--- src/rtl/sr_pkg.sv ---
// Shared shift-register definitions: shift-direction constants and the
// universal-register mode encoding used by this block and the downstream stage.
package sr_pkg;

    // Shift direction selectors
    localparam bit SHIFT_LEFT  = 1'b1;
    localparam bit SHIFT_RIGHT = 1'b0;

    // Universal shift register mode encoding, shared with the downstream register
    typedef enum logic [1:0] {
        MODE_HOLD = 2'b00,
        MODE_SHR  = 2'b01,
        MODE_SHL  = 2'b10,
        MODE_LOAD = 2'b11
    } sr_mode_e;

    // Pick the shift mode that moves a new bit in from the selected side
    function automatic sr_mode_e shift_mode(input bit dir);
        return (dir == SHIFT_LEFT) ? MODE_SHL : MODE_SHR;
    endfunction

endpackage

--- src/rtl/mod_n_counter.sv ---
// Modulo-N up counter with synchronous clear and a wrap pulse that is high
// during the cycle in which an enabled increment rolls the count back to 0.
module mod_n_counter #(
    parameter int unsigned N = 4
) (
    input  logic                 CLK,
    input  logic                 Clr,
    input  logic                 clear,
    input  logic                 en,
    output logic [$clog2(N)-1:0] count,
    output logic                 wrap
);

    localparam int unsigned CntW = $clog2(N);
    localparam logic [CntW-1:0] LastCount = CntW'(N - 1);

    logic [CntW-1:0] count_q;
    logic [CntW-1:0] count_d;

    // Wrap only on a real increment; a clear on the same edge wins
    assign wrap = en && !clear && (count_q == LastCount);

    // Next count: clear > increment-with-wrap > hold
    always_comb begin
        count_d = count_q;
        if (clear) begin
            count_d = '0;
        end else if (en) begin
            count_d = wrap ? '0 : count_q + CntW'(1);
        end
    end

    // Count register with synchronous reset
    always_ff @(posedge CLK) begin
        if (Clr) begin
            count_q <= '0;
        end else begin
            count_q <= count_d;
        end
    end

    assign count = count_q;

endmodule

--- src/rtl/sipo_word_assembler.sv ---
// Serial-in, parallel-out word assembler. Bits are shifted into an assembly
// register; each completed word is pushed into a one-word holding register
// presented on a valid/ready handshake so the next word can assemble meanwhile.
module sipo_word_assembler
    import sr_pkg::*;
#(
    parameter int unsigned WIDTH     = 4,
    parameter bit          MSB_FIRST = 1'b1
) (
    input  logic             CLK,
    input  logic             Clr,
    input  logic             ser_in,
    input  logic             ser_valid,
    input  logic             frame_rst,
    input  logic             word_ready,
    output logic [WIDTH-1:0] word_out,
    output logic             word_valid,
    output logic             busy,
    output logic             overrun
);

    localparam int unsigned CntW     = $clog2(WIDTH);
    localparam bit          ShiftDir = MSB_FIRST ? SHIFT_LEFT : SHIFT_RIGHT;

    logic [CntW-1:0]  bit_cnt;
    logic             word_done;

    sr_mode_e         asm_mode;
    logic [WIDTH-1:0] asm_q;
    logic [WIDTH-1:0] asm_d;

    logic [WIDTH-1:0] word_q;
    logic [WIDTH-1:0] word_d;
    logic             valid_q;
    logic             valid_d;
    logic             overrun_q;
    logic             overrun_d;

    logic             hold_load;
    logic             hold_drop;

    mod_n_counter #(
        .N(WIDTH)
    ) u_bit_cnt (
        .CLK  (CLK),
        .Clr  (Clr),
        .clear(frame_rst),
        .en   (ser_valid),
        .count(bit_cnt),
        .wrap (word_done)
    );

    // Assembly register operates as a universal register: abort loads zero,
    // a valid bit shifts in from the configured side, otherwise hold
    always_comb begin
        asm_mode = MODE_HOLD;
        if (frame_rst) begin
            asm_mode = MODE_LOAD;
        end else if (ser_valid) begin
            asm_mode = shift_mode(ShiftDir);
        end
    end

    // Next assembly contents for the selected mode
    always_comb begin
        asm_d = asm_q;
        unique case (asm_mode)
            MODE_HOLD: asm_d = asm_q;
            MODE_SHL:  asm_d = {asm_q[WIDTH-2:0], ser_in};
            MODE_SHR:  asm_d = {ser_in, asm_q[WIDTH-1:1]};
            MODE_LOAD: asm_d = '0;
            default:   asm_d = asm_q;
        endcase
    end

    // A completed word goes into the holding register if it is empty or being
    // drained this edge; otherwise it is lost and the old word is kept stable
    assign hold_load = word_done && (!valid_q || word_ready);
    assign hold_drop = word_done && valid_q && !word_ready;

    // Holding register and sticky overrun next-state
    always_comb begin
        word_d    = word_q;
        valid_d   = valid_q;
        overrun_d = overrun_q | hold_drop;
        if (hold_load) begin
            // asm_d already includes the bit captured on this edge
            word_d  = asm_d;
            valid_d = 1'b1;
        end else if (valid_q && word_ready) begin
            valid_d = 1'b0;
        end
    end

    // State registers with synchronous reset
    always_ff @(posedge CLK) begin
        if (Clr) begin
            asm_q     <= '0;
            word_q    <= '0;
            valid_q   <= 1'b0;
            overrun_q <= 1'b0;
        end else begin
            asm_q     <= asm_d;
            word_q    <= word_d;
            valid_q   <= valid_d;
            overrun_q <= overrun_d;
        end
    end

    assign word_out   = word_q;
    assign word_valid = valid_q;
    assign overrun    = overrun_q;
    assign busy       = (bit_cnt != '0);

endmodule

--- config.mk ---
export PLATFORM = sky130hd
export DESIGN_NAME = sipo_word_assembler
export DESIGN_NICKNAME = d
export VERILOG_FILES = /design/src/rtl/sr_pkg.sv /design/src/rtl/mod_n_counter.sv /design/src/rtl/sipo_word_assembler.sv
export SDC_FILE = /design/constraint.sdc
export NUM_CORES = 1
export LEC_CHECK = 0
export CORE_AREA = 5 5 42 44
export CTS_BUF_LIST = sky130_fd_sc_hd__clkbuf_16
export DETAILED_ROUTE_END_ITERATION = 6
export DIE_AREA = 0 0 47 49
export PLACE_DENSITY = 0.74
export SLEW_MARGIN = 20
export SYNTH_ARGS = -nofsm -noshare
export SYNTH_HDL_FRONTEND = slang
export SYNTH_HIERARCHICAL = 1
export SYNTH_SLANG_ARGS = --single-unit
--- constraint.sdc ---
create_clock -name CLK -period 1.4 [get_ports CLK]
set_input_delay 0.42 -clock CLK [delete_from_list [all_inputs] [get_ports CLK]]
set_output_delay 0.42 -clock CLK [all_outputs]
set_load 0.05 [all_outputs]
# Word-level counts from Yosys, hierarchy flattened
# Index checks and enable logic that the tools add are counted.
[totals]
register_bits = 12
latchBits = 0
ram_bits = 0
rom_bits = 0
inputBits = 6
out_inout_bits = 7
elab_cells = 31
memories = 0
[classes]
n_addsub = 1
mul = 0
div = 0
n_lt_le_gt_ge = 0
n_eq_ne = 4
shifts = 0
mux = 6
bitwise = 1
reduce_logical = 14
[op_table]
columns = ["cell", "n"]
rows = [
  ["$pmux 4 s4", 1],
  ["$eq 2x2->1 const B", 3],
  ["$logic_and 1x1->1", 6],
  ["$mux 2", 3],
  ["$reduce_bool 2->1", 2],
  ["$logic_not 1->1", 3],
  ["$add 2x1->2 const B", 1],
  ["$eq 2x1->1 const B", 1],
  ["$logic_not 2->1", 1],
  ["$mux 1", 2],
  ["$reduce_or 2->1", 1],
  ["$logic_or 1x1->1", 1],
  ["$or 1x1->1", 1],
]

# Logic depth before layout (Yosys ltp)
[logic_depth]
ltp_word = 6
ltp_mapped = 4
depth_no_buf = 4

# Modules after synthesis
# Netlist, hierarchy kept.
[modules_own_cells]
columns = ["module", "instances", "cells_per_inst", "area_per_inst_um2", "seq_area_each_um2"]
rows = [
  ["sipo_word_assembler", 1, 34, 389.1, 200.2],
  ["mod_n_counter", 1, 9, 103.8, 40.0],
]

# Worst setup path before layout
# OpenSTA, ideal clock, no wires.
[synth_path]
kind = "register -> register"
start = "register valid_q, in the netlist word_valid"
end = "register word_q[0], in the netlist word_out[0]"
setup_time_ps = 70
t_arrival_ps = 1068
required_time_ps = 1330
path_slack_ps = 262
stages_incl_launch_ff = 4
path_buffers = 0
synth_period_minus_slack_ps = 1138
cell_sequence = "dfxtp_1 -> nand2b_4 -> a21oi_2 -> o2bb2ai_1"
[synth_between]
elab_chain_len = 3
[synth_lines]
columns = ["item", "line", "source"]
rows = [
  ["from (decl)", "sipo_word_assembler.sv:34", "logic valid_q;"],
  ["from (signal assigned)", "sipo_word_assembler.sv:105", "valid_q <= valid_d;"],
  ["$logic_not 1->1", "sipo_word_assembler.sv:78", "assign hold_load = word_done && (!valid_q || word_ready);"],
  ["$logic_or 1x1->1", "sipo_word_assembler.sv:78", ""],
  ["$logic_and 1x1->1", "sipo_word_assembler.sv:78", ""],
  ["to (signal assigned)", "sipo_word_assembler.sv:104", "word_q <= word_d;"],
  ["to (decl)", "sipo_word_assembler.sv:32", "logic [WIDTH-1:0] word_q;"],
]
# No other way between the ends.
# A chain may end at the register's enable or synchronous reset.

# Worst setup path after layout
[layout_path]
start = "register u_bit_cnt.count_q[1], in the netlist u_bit_cnt/count[1]"
end = "output busy"
[layout_between]
elab_chain_len = 1
[layout_lines]
columns = ["item", "line", "source"]
rows = [
  ["from (decl)", "mod_n_counter.sv:17", "logic [CntW-1:0] count_q;"],
  ["from (signal assigned)", "mod_n_counter.sv:38", "count_q <= count_d;"],
  ["$reduce_bool 2->1", "sipo_word_assembler.sv:113", "assign busy = (bit_cnt != '0);"],
  ["to (decl)", "sipo_word_assembler.sv:18", "output logic busy,"],
]
# No other way between the ends.

==> flow_summary.toml <==
[floorplanning]
floorplan.initialDensity_pct = 35.2
floorplan.rows = 14
core_area_um2 = 1400
fp.dieArea_um2 = 2300
io_pins = 13
die_w_um = 47
die_h_um = 49

[yosys]
syn_inst = 43
synth_top_cell_area_share_pct = 48.7
yosys.area.top_type = "dfxtp_1"
synth_warnings = 6
synth_top_cells_by_area = "dfxtp_1 49%, mux2i_1 10%, o2bb2ai_1 7.1%"
synth.yosys.seq_area_share_pct = 48.7
synth_area_um2 = 493
synth_fp_nets = 50
ys_seq_elements = 12
yosys.cell_types.count = 19
syn_area_per_cell_um2 = 11.5

[global_routing]
grt_util_met1_pct = 11.6
grt_antenna_before_repair = 0
global_route.usage.met3_pct = 4.43
grtUsageTotal_pct = 10.5
via_count_of_the_first_global_routing_pass = 368
top_usage_layer_grt = "met2"
grt_start_max_net_pins = 8
met2_track_demand_over_resource_in_global_routing_pct = 14.3
grt_pass1_wl_mm = 1.58
grt-ovfl-total = 0

[run_status]
outcome = "finished clean"

[layout]
layout-drive-gt1-share_pct = 45.9
final_antenna_diode_count = 0
most-common-layout-cells = "12 x dfxtp_1, 6 x buf_12, 5 x nor3_1"
area.growth.synth_to_final_pct = 70.8
final_nets = 70
most_frequent_standard_cell_in_the_layout_excluding_fill_and_tap_cells = "dfxtp_1"
n_fill_cell = 115

[pwr]
irDropWorstVdd_uv = 807
power.share.sequential_pct = 37.3
power.switching_w = 0.000175
clockPowerShare_pct = 54.5
p_int_w = 0.000760
power.switching_fraction_pct = 18.7
total_power_w = 0.000935
comb_power_share_pct = 8.2
power.static_leakage_nw = 0.330
power.density_nw_per_um2 = 1110

[detailed_routing]
post_drt_via_cell_ratio = 4.74
vias = 365
detailed_route_iter0_violations = 2
drcViolationCount = 0
final_antenna_net_count = 0
post_drt_wl_per_cell_um = 13.6
finalWirelength_mm = 1.05
drt_first_pass_iters = 4

[clocking]
library_cell_used_as_clock_root_buffer = "clkbuf_16"
cts-root-to-sink-buffers = 2
clkLatencyLatePin_ns = 0.24
cts.repair_timing.setup_buffer_count = 0
clock_buffers_created_by_tritoncts = 3
clkSlewWorstSetupHoldPaths_ns = 0.04
number_of_levels_in_the_clock_h_tree = 1
clock_tree_from_tritoncts = "built"
cts_num_sinks = 12

[timing]
timing.slew.headroom_pct = 78.9
clock.fmax_mhz = 728
layout_min_cycle_time_ns = 1.37
maxSlewViolCount = 0
worst_pin_slew_ns = 0.315
totalNegativeSetupSlack_ns = 0
rsz_0062_raised_after_global_routing = "false"
setup_viol = 0
post-route-period-util_pct = 98.1
setup_skew_ns = 0.00189
finalHoldViolCount = 0

[place]
detailed_placement_hpwl_um = 715
place.gp.congestion = 0.645
placement.io_buffers = 12

[critical_path]
critical_path.max_fanout = 3
critical_path_class = "flip-flop to primary output"
worst_setup_path_start_kind = "flip-flop"
critPathRequiredTime_ns = 0.98
timing.critical_path.to_type = "primary output"
cp_data_arrival_time_ns = 0.95

[job]
max_cap_violations = 0

[min_path]
min_path_type = "flip-flop to flip-flop"
[path summary, 6_finish.rpt]
path	slack, ns	cells after the start	start	to
hold reg to reg	0.51	1	word_out[1]	word_out[1]
setup reg to reg	0.18	4	u_bit_cnt/count[0]	word_out[3]
setup / recovery	0.03	2	u_bit_cnt/count[1]	busy
hold / removal	0.51	1	word_out[1]	word_out[1]
[cell families (layout without fill, tap and decap cells)]
family                     count (synthesis)  count (layout)  synth area share [%]
and+or+nand+nor                           16              16                  22.3
adders and majority gates                  1               1                  2.54
buffers and inverters                      2              20                  3.81
AOI/OAI and AO/OA                          7               7                  12.4
DFF                                       12              12                  48.7
muxes                                      5               5                  10.2
[cell usage after synthesis]
master     number
nand2b_4        1
buf_6           1
a21oi_1         1
a211oi_2        1
ha_1            1
and3b_1         1
or3b_1          1
nor2_4          1
and2b_2         1
or2_2           1
nor2_1          3
nor3_1          5
nand3_2         1
buf_4           1
a21oi_2         1
o2bb2ai_1       4
mux2i_1         5
dfxtp_1        12
nand2b_1        1
[layer usage]
layer | part of all wire (%) | vias to the layer above | wire (µm)
met3 | 4.3 | 4 | 45
met4 | 3.6 | 0 | 38
met5 | 0 | - | 0
li1 | - | 189 | -
met2 | 49 | 10 | 513
met1 | 43 | 162 | 453
[area by class of cell]
cell class                 instances  area, µm²  area share [%]
sequential                        12        240            28.5
multi-input combinational         29        278            33.0
tap                               16       20.0            2.38
timing repair buffer              17        229            27.2
clock buffer                       3       75.1            8.92
[critical path: stages, from the launching register on]
cell and delay, ns:
dfxtp_1 0.32, or2_4 0.25, buf_8 0.15
[power groups by stage]
stage	logic (W)	clock network (W)	registers (W)
CTS	0.0000701	0.000524	0.000348
global placement	0.0000646	0	0.000354
global route	0.0000806	0.000540	0.000349
detailed placement	0.0000659	0	0.000354
finish	0.0000765	0.000509	0.000349
floorplan	0.0000346	0	0.000354
[metrics by stage]
| stage | utilization [%] | hold WS, ns | instances | setup WS [ns] | area (µm²) |
|---|---|---|---|---|---|
| 3_5_place_dp | 50.6 | 0.496 | 74 | -0.226 | 709 |
| 4_1_cts | 56.8 | 0.514 | 77 | 0.00803 | 796 |
| 2_1_floorplan | - | 0.484 | 43 | 0.262 | 493 |
| 6_report | 60.1 | 0.512 | 77 | 0.0268 | 842 |
| 5_1_grt | 60.1 | 0.531 | 77 | 0.00394 | 842 |
| 3_3_place_gp | 50.6 | 0.496 | 74 | -0.196 | 709 |
[flip-flops by register name, summed over array words and instances, names as in the netlist]
| register | cells |
|---|---|
| word_valid | 1 |
| word_out | 4 |
| overrun | 1 |
| asm_q | 4 |
| u_bit_cnt/count | 2 |
[repair_timing]
item / CTS / global route
pin swaps: 0 / 1
hold buffers: 0 / 0
endpoints found under the setup margin: 2 / 4
endpoints found under the hold margin: 0 / 0
resized for setup: 4 / 9
No activity file was read; power rests on OpenSTA's default activity.
